[config.mk]
export PLATFORM = sky130hd
export DESIGN_NAME = fir_feeder
export DESIGN_NICKNAME = d
export VERILOG_FILES = /design/src/rtl/fir_pkg.sv /design/src/rtl/fir_feeder_fifo.sv /design/src/rtl/fir_feeder.sv
export SDC_FILE = /design/constraint.sdc
export NUM_CORES = 1
export LEC_CHECK = 0
export CAP_MARGIN = 15
export CORE_MARGIN = 3
export CORE_UTILIZATION = 55
export CTS_CLUSTER_DIAMETER = 40
export DETAILED_ROUTE_END_ITERATION = 16
export GPL_ROUTABILITY_DRIVEN = 0
export PLACE_DENSITY = 0.85
export SLEW_MARGIN = 20
export SYNTH_ARGS = -nofsm -noshare
export SYNTH_HDL_FRONTEND = slang
export SYNTH_SLANG_ARGS = --single-unit
[constraint.sdc]
create_clock -name clk -period 3.4 [get_ports clk]
set_input_delay 0.68 -clock clk [delete_from_list [all_inputs] [get_ports clk]]
set_output_delay 0.68 -clock clk [all_outputs]
set_load 0.02 [all_outputs]
[src/rtl/fir_pkg.sv]
// Shared FIR definitions: default datapath widths and the feeder state encoding.
package fir_pkg;

    localparam int unsigned DEF_TAP_SIZE    = 6;
    localparam int unsigned DEF_NBR_OF_TAPS = 3;
    localparam int unsigned DEF_X_N_SIZE    = 8;

    localparam logic [2:0] ST_WAIT_SETUP = 3'd0;
    localparam logic [2:0] ST_IDLE       = 3'd1;
    localparam logic [2:0] ST_LOAD       = 3'd2;
    localparam logic [2:0] ST_GAP        = 3'd3;
    localparam logic [2:0] ST_STREAM     = 3'd4;

    typedef enum logic [2:0] {
        StWaitSetup = ST_WAIT_SETUP,
        StIdle      = ST_IDLE,
        StLoad      = ST_LOAD,
        StGap       = ST_GAP,
        StStream    = ST_STREAM
    } feeder_state_e;

endpackage

[src/rtl/fir_feeder_fifo.sv]
// Sample FIFO for the FIR feeder: power-of-two depth, registered count, no bypass.
module fir_feeder_fifo #(
    parameter int unsigned WIDTH = 8,
    parameter int unsigned DEPTH = 4
) (
    input  logic                       clk,
    input  logic                       reset,
    input  logic                       i_push,
    input  logic                       i_pop,
    input  logic [WIDTH-1:0]           i_data,
    output logic [WIDTH-1:0]           o_data,
    output logic [$clog2(DEPTH):0]     o_count,
    output logic                       o_full,
    output logic                       o_empty
);

    localparam int unsigned AW = $clog2(DEPTH);
    localparam logic [AW-1:0] PTR_ONE  = AW'(1);
    localparam logic [AW:0]   CNT_ONE  = (AW + 1)'(1);
    localparam logic [AW:0]   CNT_FULL = (AW + 1)'(DEPTH);

    logic [WIDTH-1:0] r_mem [DEPTH];
    logic [AW-1:0]    r_wr_ptr;
    logic [AW-1:0]    r_rd_ptr;
    logic [AW:0]      r_count;
    logic             w_push;
    logic             w_pop;

    assign w_push  = i_push && !o_full;
    assign w_pop   = i_pop && !o_empty;
    assign o_data  = r_mem[r_rd_ptr];
    assign o_count = r_count;
    assign o_full  = (r_count == CNT_FULL);
    assign o_empty = (r_count == '0);

    // Pointers wrap naturally because DEPTH is a power of two.
    always_ff @(posedge clk) begin
        if (reset) begin
            r_wr_ptr <= '0;
            r_rd_ptr <= '0;
            r_count  <= '0;
        end else begin
            if (w_push) begin
                r_wr_ptr <= r_wr_ptr + PTR_ONE;
            end
            if (w_pop) begin
                r_rd_ptr <= r_rd_ptr + PTR_ONE;
            end
            if (w_push && !w_pop) begin
                r_count <= r_count + CNT_ONE;
            end else if (w_pop && !w_push) begin
                r_count <= r_count - CNT_ONE;
            end
        end
    end

    always_ff @(posedge clk) begin
        if (w_push) begin
            r_mem[r_wr_ptr] <= i_data;
        end
    end

endmodule

[src/rtl/fir_feeder.sv]
// Host-side feeder for the FIR: stages coefficient loads and streams buffered samples.
module fir_feeder
    import fir_pkg::*;
#(
    parameter int unsigned TAP_SIZE     = DEF_TAP_SIZE,
    parameter int unsigned NBR_OF_TAPS  = DEF_NBR_OF_TAPS,
    parameter int unsigned X_N_SIZE     = DEF_X_N_SIZE,
    parameter int unsigned FIFO_DEPTH   = 4,
    parameter int unsigned SETUP_CYCLES = 4
) (
    input  logic                          clk,
    input  logic                          reset,
    input  logic [X_N_SIZE-1:0]           in_data,
    input  logic                          in_is_coeff,
    input  logic                          in_valid,
    output logic                          in_ready,
    output logic signed [X_N_SIZE-1:0]    x_n,
    output logic                          s_axis_fir_tvalid,
    output logic                          s_set_coeffs,
    output logic                          busy,
    output logic [$clog2(FIFO_DEPTH):0]   fifo_count
);

    localparam int unsigned KW = $clog2(NBR_OF_TAPS + 1);
    localparam int unsigned LW = (NBR_OF_TAPS > 1) ? $clog2(NBR_OF_TAPS) : 1;
    localparam int unsigned SW = $clog2(SETUP_CYCLES + 1);
    localparam logic [KW-1:0] COEFF_FULL = KW'(NBR_OF_TAPS);
    localparam logic [LW-1:0] LOAD_LAST  = LW'(NBR_OF_TAPS - 1);
    localparam logic [SW-1:0] SETUP_LAST = SW'(SETUP_CYCLES - 1);

    feeder_state_e r_state;
    feeder_state_e w_state_next;

    logic [SW-1:0]       r_setup_cnt;
    logic [SW-1:0]       w_setup_cnt_next;
    logic [KW-1:0]       r_coeff_cnt;
    logic [KW-1:0]       w_coeff_cnt_next;
    logic [LW-1:0]       r_load_idx;
    logic [LW-1:0]       w_load_idx_next;
    logic [TAP_SIZE-1:0] r_staging [NBR_OF_TAPS];

    logic [X_N_SIZE-1:0] r_x_n;
    logic [X_N_SIZE-1:0] w_x_n_next;
    logic                r_tvalid;
    logic                w_tvalid_next;
    logic                r_set_coeffs;
    logic                w_set_coeffs_next;

    logic                w_in_ready;
    logic                w_coeff_we;
    logic                w_fifo_push;
    logic                w_fifo_pop;
    logic [X_N_SIZE-1:0] w_fifo_data;
    logic                w_fifo_full;
    logic                w_fifo_empty;
    logic [$clog2(FIFO_DEPTH):0] w_fifo_count;

    function automatic logic [X_N_SIZE-1:0] sext(input logic [TAP_SIZE-1:0] v);
        return {{(X_N_SIZE - TAP_SIZE){v[TAP_SIZE-1]}}, v};
    endfunction

    fir_feeder_fifo #(
        .WIDTH (X_N_SIZE),
        .DEPTH (FIFO_DEPTH)
    ) u_fifo (
        .clk     (clk),
        .reset   (reset),
        .i_push  (w_fifo_push),
        .i_pop   (w_fifo_pop),
        .i_data  (in_data),
        .o_data  (w_fifo_data),
        .o_count (w_fifo_count),
        .o_full  (w_fifo_full),
        .o_empty (w_fifo_empty)
    );

    assign w_fifo_push       = in_valid && w_in_ready && !in_is_coeff;
    assign in_ready          = w_in_ready;
    assign x_n               = r_x_n;
    assign s_axis_fir_tvalid = r_tvalid;
    assign s_set_coeffs      = r_set_coeffs;
    assign busy              = (r_state != StIdle);
    assign fifo_count        = w_fifo_count;

    always_comb begin
        w_state_next      = r_state;
        w_setup_cnt_next  = r_setup_cnt;
        w_coeff_cnt_next  = r_coeff_cnt;
        w_load_idx_next   = r_load_idx;
        w_x_n_next        = '0;
        w_tvalid_next     = 1'b0;
        w_set_coeffs_next = 1'b0;
        w_in_ready        = 1'b0;
        w_coeff_we        = 1'b0;
        w_fifo_pop        = 1'b0;

        unique case (r_state)
            StWaitSetup: begin
                if (r_setup_cnt == SETUP_LAST) begin
                    w_state_next = StIdle;
                end else begin
                    w_setup_cnt_next = r_setup_cnt + SW'(1);
                end
            end
            StIdle: begin
                // A full staging set blocks both data kinds for the one cycle before LOAD.
                if (r_coeff_cnt == COEFF_FULL) begin
                    w_state_next      = StLoad;
                    w_coeff_cnt_next  = '0;
                    w_load_idx_next   = '0;
                    w_x_n_next        = sext(r_staging[0]);
                    w_set_coeffs_next = 1'b1;
                end else begin
                    w_in_ready = in_is_coeff ? w_fifo_empty : !w_fifo_full;
                    if (in_valid && w_in_ready && in_is_coeff) begin
                        w_coeff_we       = 1'b1;
                        w_coeff_cnt_next = r_coeff_cnt + KW'(1);
                    end
                    if (!w_fifo_empty) begin
                        w_fifo_pop    = 1'b1;
                        w_x_n_next    = w_fifo_data;
                        w_tvalid_next = 1'b1;
                        w_state_next  = StStream;
                    end
                end
            end
            StStream: begin
                w_in_ready = !in_is_coeff && !w_fifo_full;
                if (!w_fifo_empty) begin
                    w_fifo_pop    = 1'b1;
                    w_x_n_next    = w_fifo_data;
                    w_tvalid_next = 1'b1;
                end else begin
                    w_state_next = StIdle;
                end
            end
            StLoad: begin
                if (r_load_idx == LOAD_LAST) begin
                    w_state_next    = StGap;
                    w_load_idx_next = '0;
                end else begin
                    w_load_idx_next   = r_load_idx + LW'(1);
                    w_x_n_next        = sext(r_staging[w_load_idx_next]);
                    w_set_coeffs_next = 1'b1;
                end
            end
            StGap: begin
                w_state_next = StIdle;
            end
            default: begin
                w_state_next = StWaitSetup;
            end
        endcase
    end

    always_ff @(posedge clk) begin
        if (reset) begin
            r_state      <= StWaitSetup;
            r_setup_cnt  <= '0;
            r_coeff_cnt  <= '0;
            r_load_idx   <= '0;
            r_x_n        <= '0;
            r_tvalid     <= 1'b0;
            r_set_coeffs <= 1'b0;
            for (int unsigned i = 0; i < NBR_OF_TAPS; i++) begin
                r_staging[i] <= '0;
            end
        end else begin
            r_state      <= w_state_next;
            r_setup_cnt  <= w_setup_cnt_next;
            r_coeff_cnt  <= w_coeff_cnt_next;
            r_load_idx   <= w_load_idx_next;
            r_x_n        <= w_x_n_next;
            r_tvalid     <= w_tvalid_next;
            r_set_coeffs <= w_set_coeffs_next;
            if (w_coeff_we) begin
                r_staging[r_coeff_cnt[LW-1:0]] <= in_data[TAP_SIZE-1:0];
            end
        end
    end

endmodule

After elaboration in Yosys (flattened, before gate mapping)

Memory sizes are Yosys's and may differ from the RTL's. A register that Yosys moved wholly into a read port is not among the register bits.
Cells that the tools add are included.

Add/subtract/negate cells: 7
Eq/ne operators: 14
Mux-type cells: 41
Bitwise operators: 1
Reductions and logical operators: 24

Operators with widths:

| cell                                                                  | number |
|---|---|
| 8-bit 2-to-1 mux                                                      | 3 |
| 8-bit case mux with 3 select lines                                    | 1 |
| 3-bit 2-to-1 mux                                                      | 7 |
| 1-bit 2-to-1 mux                                                      | 17 |
| 3-bit case mux with 5 select lines                                    | 1 |
| 2-bit 2-to-1 mux                                                      | 7 |
| 3-bit by 2-bit equality test with 1-bit output, second input constant | 3 |
| 1-bit logical AND                                                     | 9 |
| 2-bit by 1-bit adder with 2-bit output, second input constant         | 4 |
| 3-bit by 1-bit adder with 3-bit output, second input constant         | 2 |
| 3-bit equality test, second input constant                            | 2 |
| 3-bit logical NOT                                                     | 2 |
| 6-bit 2-to-1 mux                                                      | 1 |
| 2-bit != test, second input constant                                  | 3 |
| 1-bit case mux with 2 select lines                                    | 3 |
| 2-bit AND reduction                                                   | 3 |
| 2-bit nonzero test                                                    | 3 |
| 6-bit OR reduction                                                    | 1 |
| 1-bit logical NOT                                                     | 5 |
| 2-bit equality test, second input constant                            | 2 |
| 2-bit case mux with 2 select lines                                    | 1 |
| 4-bit AND reduction                                                   | 1 |
| 3-bit by 1-bit equality test with 1-bit output, second input constant | 1 |
| 3-bit by 1-bit != test with 1-bit output, second input constant       | 1 |
| other kinds (4)                                                       | 4 |

Bits in registers: 27
RAM bits: 50
Bits of input ports: 12
Output and inout bits: 15
Word-level logic and storage cells: 99
Memories: 2

Memories:

| name         | depth | bits a word | read ports | clocked after memory_dff | write ports | RTL line              | source |
|---|---|---|---|---|---|---|---|
| u_fifo.r_mem | 4     | 8           | 1          | 1                        | 1           | fir_feeder_fifo.sv:22 | `logic [WIDTH-1:0] r_mem [DEPTH];` |
| r_staging    | 3     | 6           | 2          | 0                        | 3           | fir_feeder.sv:40      | `logic [TAP_SIZE-1:0] r_staging [NBR_OF_TAPS];` |

Logic depth before layout (Yosys ltp)

Gate-level depths: netlist of the first run.

Word-level depth: 13
Mapped depth: 11
Depth with buffers taken out: 10

By module

From an unflattened synthesis of the first run, not the netlist that was laid out.

Cell total of the unflattened synthesis: 268
Area total of the unflattened synthesis: 3731.1 um2

Modules (own cells, without submodules):

| module          | instances | cells each | area each (um2) | sequential area each (um2) |
|---|---|---|---|---|
| fir_feeder      | 1         | 178        | 2110.8          | 1121.1 |
| fir_feeder_fifo | 1         | 90         | 1620.3          | 1141.1 |

Worst setup path before layout of the first run

No wires, ideal clock.

Kind: register -> register
From: reg r_coeff_cnt[0]
To: reg u_fifo.r_count[2] (netlist: u_fifo.o_count[2])
Library setup time: 0.070 ns
Arrival: 2.795 ns
Data required time: 3.330 ns
Slack: 0.535 ns
Stages on the path, launching flop included: 11
Buffers on the path: 1
Period minus slack after synthesis: 2.865 ns
Cell sequence: dfxtp_1 ha_1 or3b_1 buf_6 a2111oi_4 ha_1 inv_1 fa_1 xor2_1 or3_1 a21oi_1

Word-level cells in the longest chain between the ends: 9
Elaborated cells between the ends (all ways): 15
Classes of those cells: 1 x eq/ne; 5 x mux; 9 x reduce/logical

Ends and longest elaborated chain:

| item                                 | RTL line              | source |
|---|---|---|
| start, declared                      | fir_feeder.sv:36      | `logic [KW-1:0] r_coeff_cnt;` |
| start signal, assigned               | fir_feeder.sv:171     | `r_coeff_cnt <= w_coeff_cnt_next;` |
| 2-bit equality test *                | fir_feeder.sv:107     | `if (r_coeff_cnt == COEFF_FULL) begin` |
| 1-bit 2-to-1 mux *                   | fir_feeder.sv:107     |  |
| 1-bit case mux with 2 select lines * | fir_feeder.sv:97      | `unique case (r_state)` |
| 1-bit logical AND * (2 in series)    | fir_feeder.sv:77      | `assign w_fifo_push = in_valid && w_in_ready && !in_is_coeff;` |
| 1-bit logical AND *                  | fir_feeder_fifo.sv:29 | `assign w_push = i_push && !o_full;` |
| via u_fifo.w_push                    | fir_feeder_fifo.sv:26 | `logic w_push;` |
| 1-bit logical NOT                    | fir_feeder_fifo.sv:51 | `end else if (w_pop && !w_push) begin` |
| 1-bit logical AND                    | fir_feeder_fifo.sv:51 |  |
| 2-bit nonzero test (no source line)  | -                     |  |
| end signal, assigned                 | fir_feeder_fifo.sv:50 | `r_count <= r_count + CNT_ONE;` |
| end signal, assigned                 | fir_feeder_fifo.sv:52 | `r_count <= r_count - CNT_ONE;` |
| end, declared                        | fir_feeder_fifo.sv:25 | `logic [AW:0] r_count;` |

The timed path passes the listed nets; every way through them passes the cells marked *.
A chain may end at the register's enable or synchronous reset.

Final worst setup path of the first run

From: reg r_coeff_cnt[0]
To: out in_ready

Word-level cells in the longest chain between the ends: 3

Ends and longest elaborated chain:

| item                               | RTL line          | source |
|---|---|---|
| 2-bit equality test                | fir_feeder.sv:107 |  |
| 1-bit 2-to-1 mux                   | fir_feeder.sv:107 |  |
| 1-bit case mux with 2 select lines | fir_feeder.sv:97  |  |
| end, declared                      | fir_feeder.sv:16  | `output logic in_ready,` |

No other way between the ends.

==> results by group, run 1 <==
Status
  • Status: completed

Route
  • DR WL met3: just over 200 um
  • Met2 wire len: roughly 3.1 mm
  • ANT nets after route: 0
  • Met1 wire length: around 2.9 mm
  • Wire length per cell: 16.72 um
  • Number of DRC markers in iteration 0: 107
  • Drc violations: 0
  • DRT Wirelength: around 6.3 mm
  • 1st-pass router iterations: 4
  • Top layer reached by signal wires: met4
  • Routed via count: 2105
  • Vias per inst: 5.584

STA
  • Worst Skew: 0.01532 ns
  • Post-route minimum period: 3.162 ns
  • Fin. max-slew vios: 0
  • Maximum clock rate: 0.3163 GHz
  • Final period utilization: 0.9299
  • RSZ-0062 raised after global routing: no
  • Fin. Hold Viols: 0
  • Number of setup violations in the final report: 0
  • Worst slew margin: 0.5260
  • Worst-margin pin slew: 0.7046 ns
  • Final setup TNS: 0 ns

Worst setup path
  • Max incr delay on CP: 0.60 ns
  • Critical Path AT: 2.48 ns
  • WP data required: 2.72 ns
  • Cell Chain, Critical Path: ha_1 -> or3b_1 -> a21oi_1 -> nand2_1 -> nor2_1 -> clkdlybuf4s50_1
  • CP startpoint kind: flip-flop
  • Worst setup path class: reg -> out
  • Top delay family on crit path: simple AND/OR/NAND/NOR gates
  • Worst r2r src: r_coeff_cnt[0]
  • R2R Path End: u_fifo.o_count[2]
  • Crit. End Element: output port
  • R2r worst-path depth: 9
  • Slowest cell on crit path: clkdlybuf4s50_1
  • CP Max Fanout: 6
  • R2R setup slack: around 0.4 ns
  • Crit path buf inv count: 1

GRT
  • Total GRT Usage: 0.1819
  • Largest net degree at the start of global routing: 21
  • First-pass GRT wire length: between 10 and 15 mm
  • Number of global-route vias before repair: 2026
  • Initial antenna violation count: 0
  • Grt ovf: 0

Synth
  • Post-Syn Area: ~3700 um^2
  • Number of flops mapped to enable cells by yosys: 56
  • Post-synth cell types: 41
  • Async SR Flop Fraction: 0
  • Sequential area share after synthesis: 0.6150
  • Yosys reg bits: 85
  • Post-synth top flop: edfxtp_1
  • Synthesized area per cell: 14.15 um^2
  • Syn. warnings: 0
  • Cells after Synth: 260

Floorplan
  • Die span in y: 87.78 um
  • # IOs: 27
  • Die footprint: 7705 um^2
  • Core area: ~6400 um^2
  • Initial Util: 0.5728
  • Rows: 29
  • Die X-Extent: 87.78 um

Pwr
  • Maximum VDD drop: 0.3339 mV
  • Static Leak: 1.509 nW
  • Switch Pwr: 0.0005547 W
  • Sw frac: 0.2666
  • Seq pwr share: 0.561
  • Clock power frac: 0.341
  • Power Density: 491.9 nW/um^2
  • Pwr Total: roughly 0.0021 W
  • Internal: 0.001526 W
  • Gate power share: 0.098

Finish
  • Multi-input logic area: between 1000 and 1500 um^2
  • Fill cells: approximately 450
  • # diodes: 0
  • Area grow syn2layout: 15.00%
  • Layout Nets: approximately 320
  • FF/Latch Area: 2262 um^2
  • Layout cells sized above 1: 0.1333

Clocking
  • Clock tree from TritonCTS: yes
  • CTS Buf Count: 9
  • Setup Buffers After CTS: 0
  • Worst skew pair latency: ~0.37 ns
  • CTS clk-pin slew, worst paths: around 0.10 ns
  • Hold_buf cts: 0
  • Root buf cell: clkbuf_8
  • H-Tree Depth: 3
  • Longest Clk Path Bufs: 2
  • Post-cts sizing count: 0
  • Clock Sinks: 85

Worst hold path
  • Hold Path Depth: 2
  • Hold Crit Class: reg -> reg
  • Hold Path Sink: x_n[1]
  • Start point of the worst min-delay path: r_staging[0][1]

Placed design
  • Port Buffers: 26
  • DP Wirelength: between 4 and 5 mm

Flow run
  • MaxCap Viol Count: 0
## cells in the mapped netlist, drive strengths merged, types with 3 or more instances
master	n	area share
xnor2	4	0.0095
mux2i	5	0.014
nor2	16	0.016
or3b	3	0.0071
o21ai	6	0.0082
edfxtp	56	0.46
a21oi	7	0.0095
nor3	3	0.0054
ha	14	0.048
a21o	3	0.0061
a22oi	6	0.012
inv	14	0.014
nand2	13	0.013
and2	23	0.039
nand2b	5	0.0085
a211oi	3	0.0061
a2111oi	4	0.021
mux4	14	0.086
clkbuf	8	0.0082
and3b	4	0.0095
dfxtp	29	0.16
## cell usage in the layout, fill, tap and decap left out, drive strengths merged, types with 3 or more instances in the layout
cell type / instances
or3b: 3
clkdlybuf4s50: 26
nand2b: 5
edfxtp: 56
clkinv: 3
mux4: 14
mux2i: 5
a22oi: 6
o21ai: 6
inv: 18
ha: 14
a2111oi: 4
nor2: 16
and2: 23
buf: 3
and3b: 4
conb: 6
clkbuf: 9
a21o: 3
a211oi: 3
dfxtp: 29
a21oi: 7
xnor2: 4
nor3: 3
nand2: 13
## worst reg2reg max path: stages (launching register included)
cell and delay [ns]:
dfxtp_1 0.36, ha_1 0.27, or3b_1 0.53, a2111oi_4 0.43, ha_1 0.25, inv_1 0.07
fa_1 0.38, xor2_1 0.18, or3_1 0.31, a21oi_1 0.14
## power by group through the flow
stage / Sequential (W) / Combinational, W / Clock, W
after floorplan: 0.00119 / 0.000143 / 0
after global placement: 0.00119 / 0.000194 / 0
after detailed placement: 0.00119 / 0.000202 / 0
after CTS: 0.00117 / 0.000205 / 0.000717
after global routing: 0.00117 / 0.000227 / 0.000760
final: 0.00117 / 0.000203 / 0.000709
## area by class of cell
class	count	share of cell area
Clock inverter	7	0.01804
Inverter	14	0.01242
Clock buffer	9	0.02928
Sequential cell	85	0.5348
Timing Repair Buffer	29	0.06684
Multi-Input combinational cell	156	0.3159
Tap cell	77	0.02277
## worst max path at each step
stage	startpoint	end	cells past startpoint
floorplan	r_coeff_cnt[0]	u_fifo.o_count[2]	10
global placement	in_is_coeff	u_fifo.o_count[2]	9
detailed placement	in_is_coeff	u_fifo.o_count[2]	9
CTS	r_coeff_cnt[0]	in_ready	6
global route	r_coeff_cnt[0]	in_ready	6
finish	r_coeff_cnt[0]	in_ready	6
## kinds of logic (layout without fill, tap and decap cells)
group / count (synthesis) / after routing / synth area share
AOI/OAI and AO/OA: 33 / 33 / 0.07347
xor gates and xnor gates: 6 / 6 / 0.01429
adders and majority gates: 15 / 15 / 0.05306
buffers and inverters: 24 / 59 / 0.02687
DFF: 85 / 85 / 0.6150
muxes: 19 / 19 / 0.09932
other: 1 / 6 / 0.001019
and+or+nand+nor: 77 / 77 / 0.1170
## state kept, by name, summed over array words and instances, names as in the netlist, named ones only
signal / cells
u_fifo.r_mem: 32
r_setup_cnt: 3
r_load_idx: 2
s_axis_fir_tvalid: 1
x_n: 8
r_state: 3
r_staging: 24
u_fifo.r_rd_ptr: 2
u_fifo.o_count: 3
s_set_coeffs: 1
r_coeff_cnt: 2
u_fifo.r_wr_ptr: 2
## per-layer routing
| metal | vias to the layer above | track usage |
|---|---|---|
| met2 | 34 | 0.2938 |
| met5 | - | 0 |
| met4 | 0 | 0.07113 |
| li1 | 1016 | - |
| met3 | 11 | 0.05080 |
| met1 | 1044 | 0.2347 |
## metrics by stage
step	worst slack [ns]	area (um^2)	util	hold slack (ns)	std cells
floorplan	0.5346	3697	-	0.4291	265
global placement	0.4351	4030	0.6275	0.4412	361
detailed placement	0.3124	4030	0.6275	0.4608	361
CTS	0.2482	4230	0.6587	0.4829	377
global route	0.1435	4230	0.6587	0.5221	377
finish	0.2384	4230	0.6587	0.4780	377
No activity file was read; power rests on OpenSTA's default activity.
==> run 2: changes to the inputs <==
Settings changed: CORE_MARGIN 3 to not set.
==> run 2 against run 1 <==
Net effect:
- die area is 8.9% lower
- cell count stayed put
- utilization grew 0.79 points
- first-iteration DRC count up 22%
- critical path depth unchanged
- wire length fell by 0.16%
- maximum frequency grew 0.40%
- critical endpoint unchanged
- largest cell class unchanged
- highest routed layer unchanged
==> results by group, run 2 (synthesis gave the netlist of run 1 again) <==
Route
  • Wire length per cell: 16.69 um (-0.16%)
  • Number of DRC markers in iteration 0: 131 (+22%)
  • DRT Wirelength: 6.292 mm (-0.16%)
  • 1st-pass router iterations: 4 (unchanged)
  • Vias per inst: 5.597 (+0.24%)
  • ANT nets after route: 0 (unchanged)
  • Drc violations: 0 (unchanged)
  • Routed via count: 2110 (+0.24%)

STA
  • Final period utilization: 0.9261 (-0.003726)
  • Fin. Hold Viols: 0 (unchanged)
  • Maximum clock rate: 0.3176 GHz (+0.40%)
  • Post-route minimum period: 3.149 ns (-0.01267 ns)
  • Worst-margin pin slew: 0.7540 ns (+0.04947 ns)
  • Worst Skew: 0.01254 ns (-0.002789 ns)
  • Final setup TNS: 0 ns (unchanged)
  • RSZ-0062 raised after global routing: no
  • Worst slew margin: 0.4927 (-0.03329)
  • WHS: 0.4682 ns (-0.009741 ns)
  • Number of setup violations in the final report: 0 (unchanged)
  • Fin. max-slew vios: 0 (unchanged)

Worst setup path
  • Crit. End Element: output port
  • Max incr delay on CP: 0.61 ns (about the same)
  • WP data required: 2.72 ns (about the same)
  • CP startpoint kind: flip-flop
  • Slowest cell on crit path: clkdlybuf4s50_1
  • CP Max Fanout: 6 (unchanged)
  • Critical Path AT: 2.47 ns (about the same)
  • Worst setup path class: reg -> out
  • Cell Chain, Critical Path: ha_1 -> or3b_1 -> a21oi_1 -> nand2_1 -> nor2_1 -> clkdlybuf4s50_1

Finish
  • Reg with most FFs: u_fifo.r_mem
  • Layout Nets: 322 (unchanged)
  • Layout cells sized above 1: 0.1333 (unchanged)
  • Most common cell after layout, fill and taps aside: edfxtp_1
  • # diodes: 0 (unchanged)
  • Fill cells: 459 (+1.8%)
  • Most frequent cells in the layout: edfxtp_1, dfxtp_1, clkdlybuf4s50_1
  • Largest register FFs: 32 (unchanged)
  • Area grow syn2layout: 15.71%

Clocking
  • Clock Sinks: 85 (unchanged)
  • Longest Clk Path Bufs: 2 (unchanged)
  • Setup Buffers After CTS: 0 (unchanged)
  • Clock tree from TritonCTS: yes
  • Worst skew pair latency: 0.36 ns (about the same)
  • CTS clk-pin slew, worst paths: 0.10 ns (about the same)
  • H-Tree Depth: 3 (unchanged)
  • Post-cts sizing count: 0 (unchanged)
  • Hold_buf cts: 0 (unchanged)
  • Root buf cell: clkbuf_8
  • CTS Buf Count: 9 (unchanged)

Floorplan
  • Die footprint: 7019 um^2 (-8.9%)
  • Rows: 29 (unchanged)
  • Initial Util: 0.5760 (+0.003254)
  • Core area: 6386 um^2 (-0.57%)
  • Die span in y: 83.78 um (-4.6%)
  • # IOs: 27 (unchanged)
  • Die X-Extent: 83.78 um (-4.6%)

GRT
  • Initial antenna violation count: 0 (unchanged)
  • Total GRT Usage: 0.1940 (+0.01210)
  • First-pass GRT wire length: 10.28 mm (about the same)
  • Largest net degree at the start of global routing: 21 (unchanged)
  • Grt ovf: 0 (unchanged)
  • Number of global-route vias before repair: 2120 (+4.6%)

Pwr
  • Switch Pwr: 0.0005222 W (-5.9%)
  • Gate power share: 0.092 (-0.006)
  • Sw frac: 0.2395 (-0.02712)
  • Internal: 0.001658 W (+8.7%)
  • Clock power frac: 0.372 (+0.031)
  • Seq pwr share: 0.536 (-0.025)
  • Static Leak: 1.518 nW (+0.58%)
  • Power Density: 512.3 nW/um^2 (+4.2%)
  • Maximum VDD drop: 0.5147 mV (+54%)

Placed design
  • DP Wirelength: 4.517 mm (+1.8%)
  • Port Buffers: 26 (unchanged)

Status
  • Status: completed

Flow run
  • MaxCap Viol Count: 0 (unchanged)

Worst hold path
  • Hold Crit Class: reg -> reg
==> run 2: stage by stage <==
step	util	power (W)	setup slack [ns]	area, um^2	instances
finish	0.6665	0.002181	0.2511	4257	377
global route	0.6665	0.002258	0.1334	4257	377
CTS	0.6665	0.002181	0.2515	4257	377
detailed placement	0.6311	0.001393	0.4010	4030	361
global placement	0.6311	0.001382	0.4337	4030	361
floorplan	-	0.001330	0.5346	3697	265
==> run 2: final cells by class <==
type                    count  area [um^2]  area share
inverters                  14        52.55     0.01235
repair buffers             29        282.8     0.06643
multi-input cells         156         1336      0.3139
well taps                  77        96.34     0.02263
flip-flops and latches     85         2262      0.5315
clock inverters             7        102.6     0.02410
clock buffers               9        123.9     0.02910
==> run 2: power groups by stage <==
stage	Clock [W]	Combinational, W	Sequential [W]
global route	0.000855	0.000229	0.00117
floorplan	0	0.000143	0.00119
detailed placement	0	0.000200	0.00119
CTS	0.000811	0.000202	0.00117
global placement	0	0.000193	0.00119
finish	0.000811	0.000201	0.00117
==> run 2: worst max-delay path: cells and delay by family (launching register included) <==
kind / cells / cell delay (ns)
fa+ha+maj: 1 / 0.28
simple gates: 3 / 0.66
compound gates: 1 / 0.20
buf+inv: 1 / 0.61
flops: 1 / 0.36
==> run 2: final timing paths <==
check / start / to / slack [ns] / depth (start not counted)
setup / recovery: r_coeff_cnt[0] / in_ready / 0.25 / 6
hold / removal: r_staging[0][3] / x_n[3] / 0.47 / 2
setup reg to reg: r_coeff_cnt[0] / u_fifo.o_count[2] / 0.46 / 9
hold reg to reg: r_staging[0][3] / x_n[3] / 0.47 / 2
==> run 2: layer usage <==
layer | share of wire | track usage | vias up | routed length (um)
met1 | 0.44 | 0.2454 | 1046 | 2762
li1 | - | - | 1017 | -
met5 | 0 | 0 | - | 0
met4 | 0.015 | 0.07858 | 0 | 92
met3 | 0.034 | 0.03759 | 8 | 216
met2 | 0.51 | 0.3296 | 39 | 3220
==> run 3: changes to the inputs <==
Settings changed: CTS_BUF_LIST set to sky130_fd_sc_hd__clkbuf_16.
==> run 3 against run 2 <==
Net effect:
- sequential share of layout area is 1.2 points lower
- wire length is 6.2% higher
- count of clock-buffer cells in the layout stayed put
- via count is 1.3% higher
- combinational power hardly changed
- power is 12% higher
- cell count stayed put
- flip-flop and latch count stayed put
- utilization is 1.6 points higher
- first-iteration DRC count is 19% lower
- critical path depth stayed put
- sequential power hardly changed
- critical path type unchanged
- largest power group unchanged
==> results by group, run 3 (synthesis gave the netlist of run 1 again) <==
STA
  • Number of setup violations in the final report: 0 (unchanged)
  • Fin. max-slew vios: 0 (unchanged)
  • Worst Skew: 0.008590 ns (-0.003946 ns)
  • Final setup TNS: 0 ns (unchanged)
  • RSZ-0062 raised after global routing: no
  • Final period utilization: 0.9150 (-0.01111)
  • Maximum clock rate: 0.3214 GHz (+1.2%)
  • Final worst slack: 0.2889 ns (+0.03776 ns)
  • Fin. Hold Viols: 0 (unchanged)
  • Worst-margin pin slew: 0.7508 ns (-0.003216 ns)
  • Worst slew margin: 0.4956 (+0.002929)
  • Post-route minimum period: 3.111 ns (-0.03776 ns)

Floorplan
  • Rows: 29 (unchanged)
  • Core area: 6386 um^2 (unchanged)
  • Initial Util: 0.5760 (unchanged)
  • # IOs: 27 (unchanged)
  • Die X-Extent: 83.78 um (unchanged)
  • Die footprint: 7019 um^2 (unchanged)
  • Die span in y: 83.78 um (unchanged)

Worst setup path
  • Max incr delay on CP: 0.61 ns (about the same)
  • CP Max Fanout: 6 (unchanged)
  • Critical Path AT: 2.43 ns (-0.04 ns)
  • Worst setup path class: reg -> out
  • Slowest cell on crit path: clkdlybuf4s50_1
  • CP startpoint kind: flip-flop
  • Crit. End Element: output port
  • WP data required: 2.72 ns (about the same)
  • Cell Chain, Critical Path: ha_1 -> or3b_1 -> a21oi_1 -> nand2_1 -> nor2_1 -> clkdlybuf4s50_1
  • R2R setup slack: 0.47 ns (about the same)

Route
  • DRT Wirelength: 6.681 mm (+6.2%)
  • Number of DRC markers in iteration 0: 106 (-19%)
  • Routed via count: 2138 (+1.3%)
  • 1st-pass router iterations: 4 (unchanged)
  • Drc violations: 0 (unchanged)
  • ANT nets after route: 0 (unchanged)
  • Vias per inst: 5.671 (+1.3%)
  • Wire length per cell: 17.72 um (+6.2%)

Finish
  • Largest register FFs: 32 (unchanged)
  • Fin area: 4358 um^2 (+2.4%)
  • Fin util: 0.6824 (+0.01587)
  • Layout cells sized above 1: 0.1333 (unchanged)
  • Most common cell after layout, fill and taps aside: edfxtp_1
  • Reg with most FFs: u_fifo.r_mem
  • Area grow syn2layout: 18.47%
  • Most frequent cells in the layout: edfxtp_1, dfxtp_1, clkdlybuf4s50_1
  • # diodes: 0 (unchanged)
  • Layout Nets: 322 (unchanged)

Status
  • Status: completed

Clocking
  • H-Tree Depth: 3 (unchanged)
  • Clock Sinks: 85 (unchanged)
  • Longest Clk Path Bufs: 2 (unchanged)
  • Root buf cell: clkbuf_16
  • CTS Buf Count: 9 (unchanged)
  • Hold_buf cts: 0 (unchanged)
  • Setup Buffers After CTS: 0 (unchanged)
  • Post-cts sizing count: 0 (unchanged)
  • CTS clk-pin slew, worst paths: 0.07 ns (-0.03 ns)
  • Worst skew pair latency: 0.33 ns (-0.03 ns)
  • Clock tree from TritonCTS: yes

GRT
  • Total GRT Usage: 0.2085 (+0.01445)
  • Initial antenna violation count: 0 (unchanged)
  • Largest net degree at the start of global routing: 21 (unchanged)
  • Grt ovf: 0 (unchanged)
  • Number of global-route vias before repair: 2192 (+3.4%)
  • First-pass GRT wire length: 10.98 mm (+6.8%)

Placed design
  • Area post-placement: 4030 um^2 (unchanged)
  • Post-Place Worst Slack: 0.4010 ns (unchanged)
  • Port Buffers: 26 (unchanged)
  • DP Wirelength: 4.517 mm (unchanged)

Worst hold path
  • Hold Crit Class: reg -> reg

Pwr
  • Maximum VDD drop: 0.3908 mV (-24%)
  • Power Density: 559.3 nW/um^2 (+9.2%)
  • Static Leak: 1.564 nW (+3.0%)

Flow run
  • MaxCap Viol Count: 0 (unchanged)
## run 3: final timing paths
check | start | to | cells past startpoint
min reg2reg | r_staging[0][3] | x_n[3] | 2
min | r_staging[0][3] | x_n[3] | 2
max | r_coeff_cnt[0] | in_ready | 6
max reg2reg | r_coeff_cnt[0] | u_fifo.o_count[2] | 9
## run 3: report_power, final
part / leakage [nW] / switching, W / internal [W]
clock network: 0.157 / 0.000411 / 0.000654
logic: 0.640 / 0.000108 / 0.0000949
registers: 0.767 / 0.0000299 / 0.00114
## run 3: metal layers
metal	wire length, um	GRT usage	up-vias
met2	3464	0.3496	48
met3	221	0.02967	10
li1	-	-	1026
met4	99	0.09707	0
met5	0	0	-
met1	2895	0.2696	1054
## run 3: metrics by stage
stage	power (W)	hold slack (ns)	instances
2_1_floorplan	0.001330	0.4291	265
3_3_place_gp	0.001382	0.4415	361
3_5_place_dp	0.001393	0.4535	361
4_1_cts	0.002454	0.4767	377
5_1_grt	0.002530	0.5047	377
6_report	0.002437	0.4772	377
## run 3: layout make-up
cell class                 count  area, um^2
clock buffer                   9       225.2
clock inverter                 7       102.6
fill                         434        2028
inverter                      14       52.55
multi-input combinational    156        1336
sequential                    85        2262
tap                           77       96.34
timing repair buffer          29       282.8
## run 3: worst max-delay path, delay by kind of cell (launching register included)
kind	cells	cell delay, ns
compound gates	1	0.20
flops	1	0.35
fa+ha+maj	1	0.27
simple gates	3	0.66
buf+inv	1	0.61
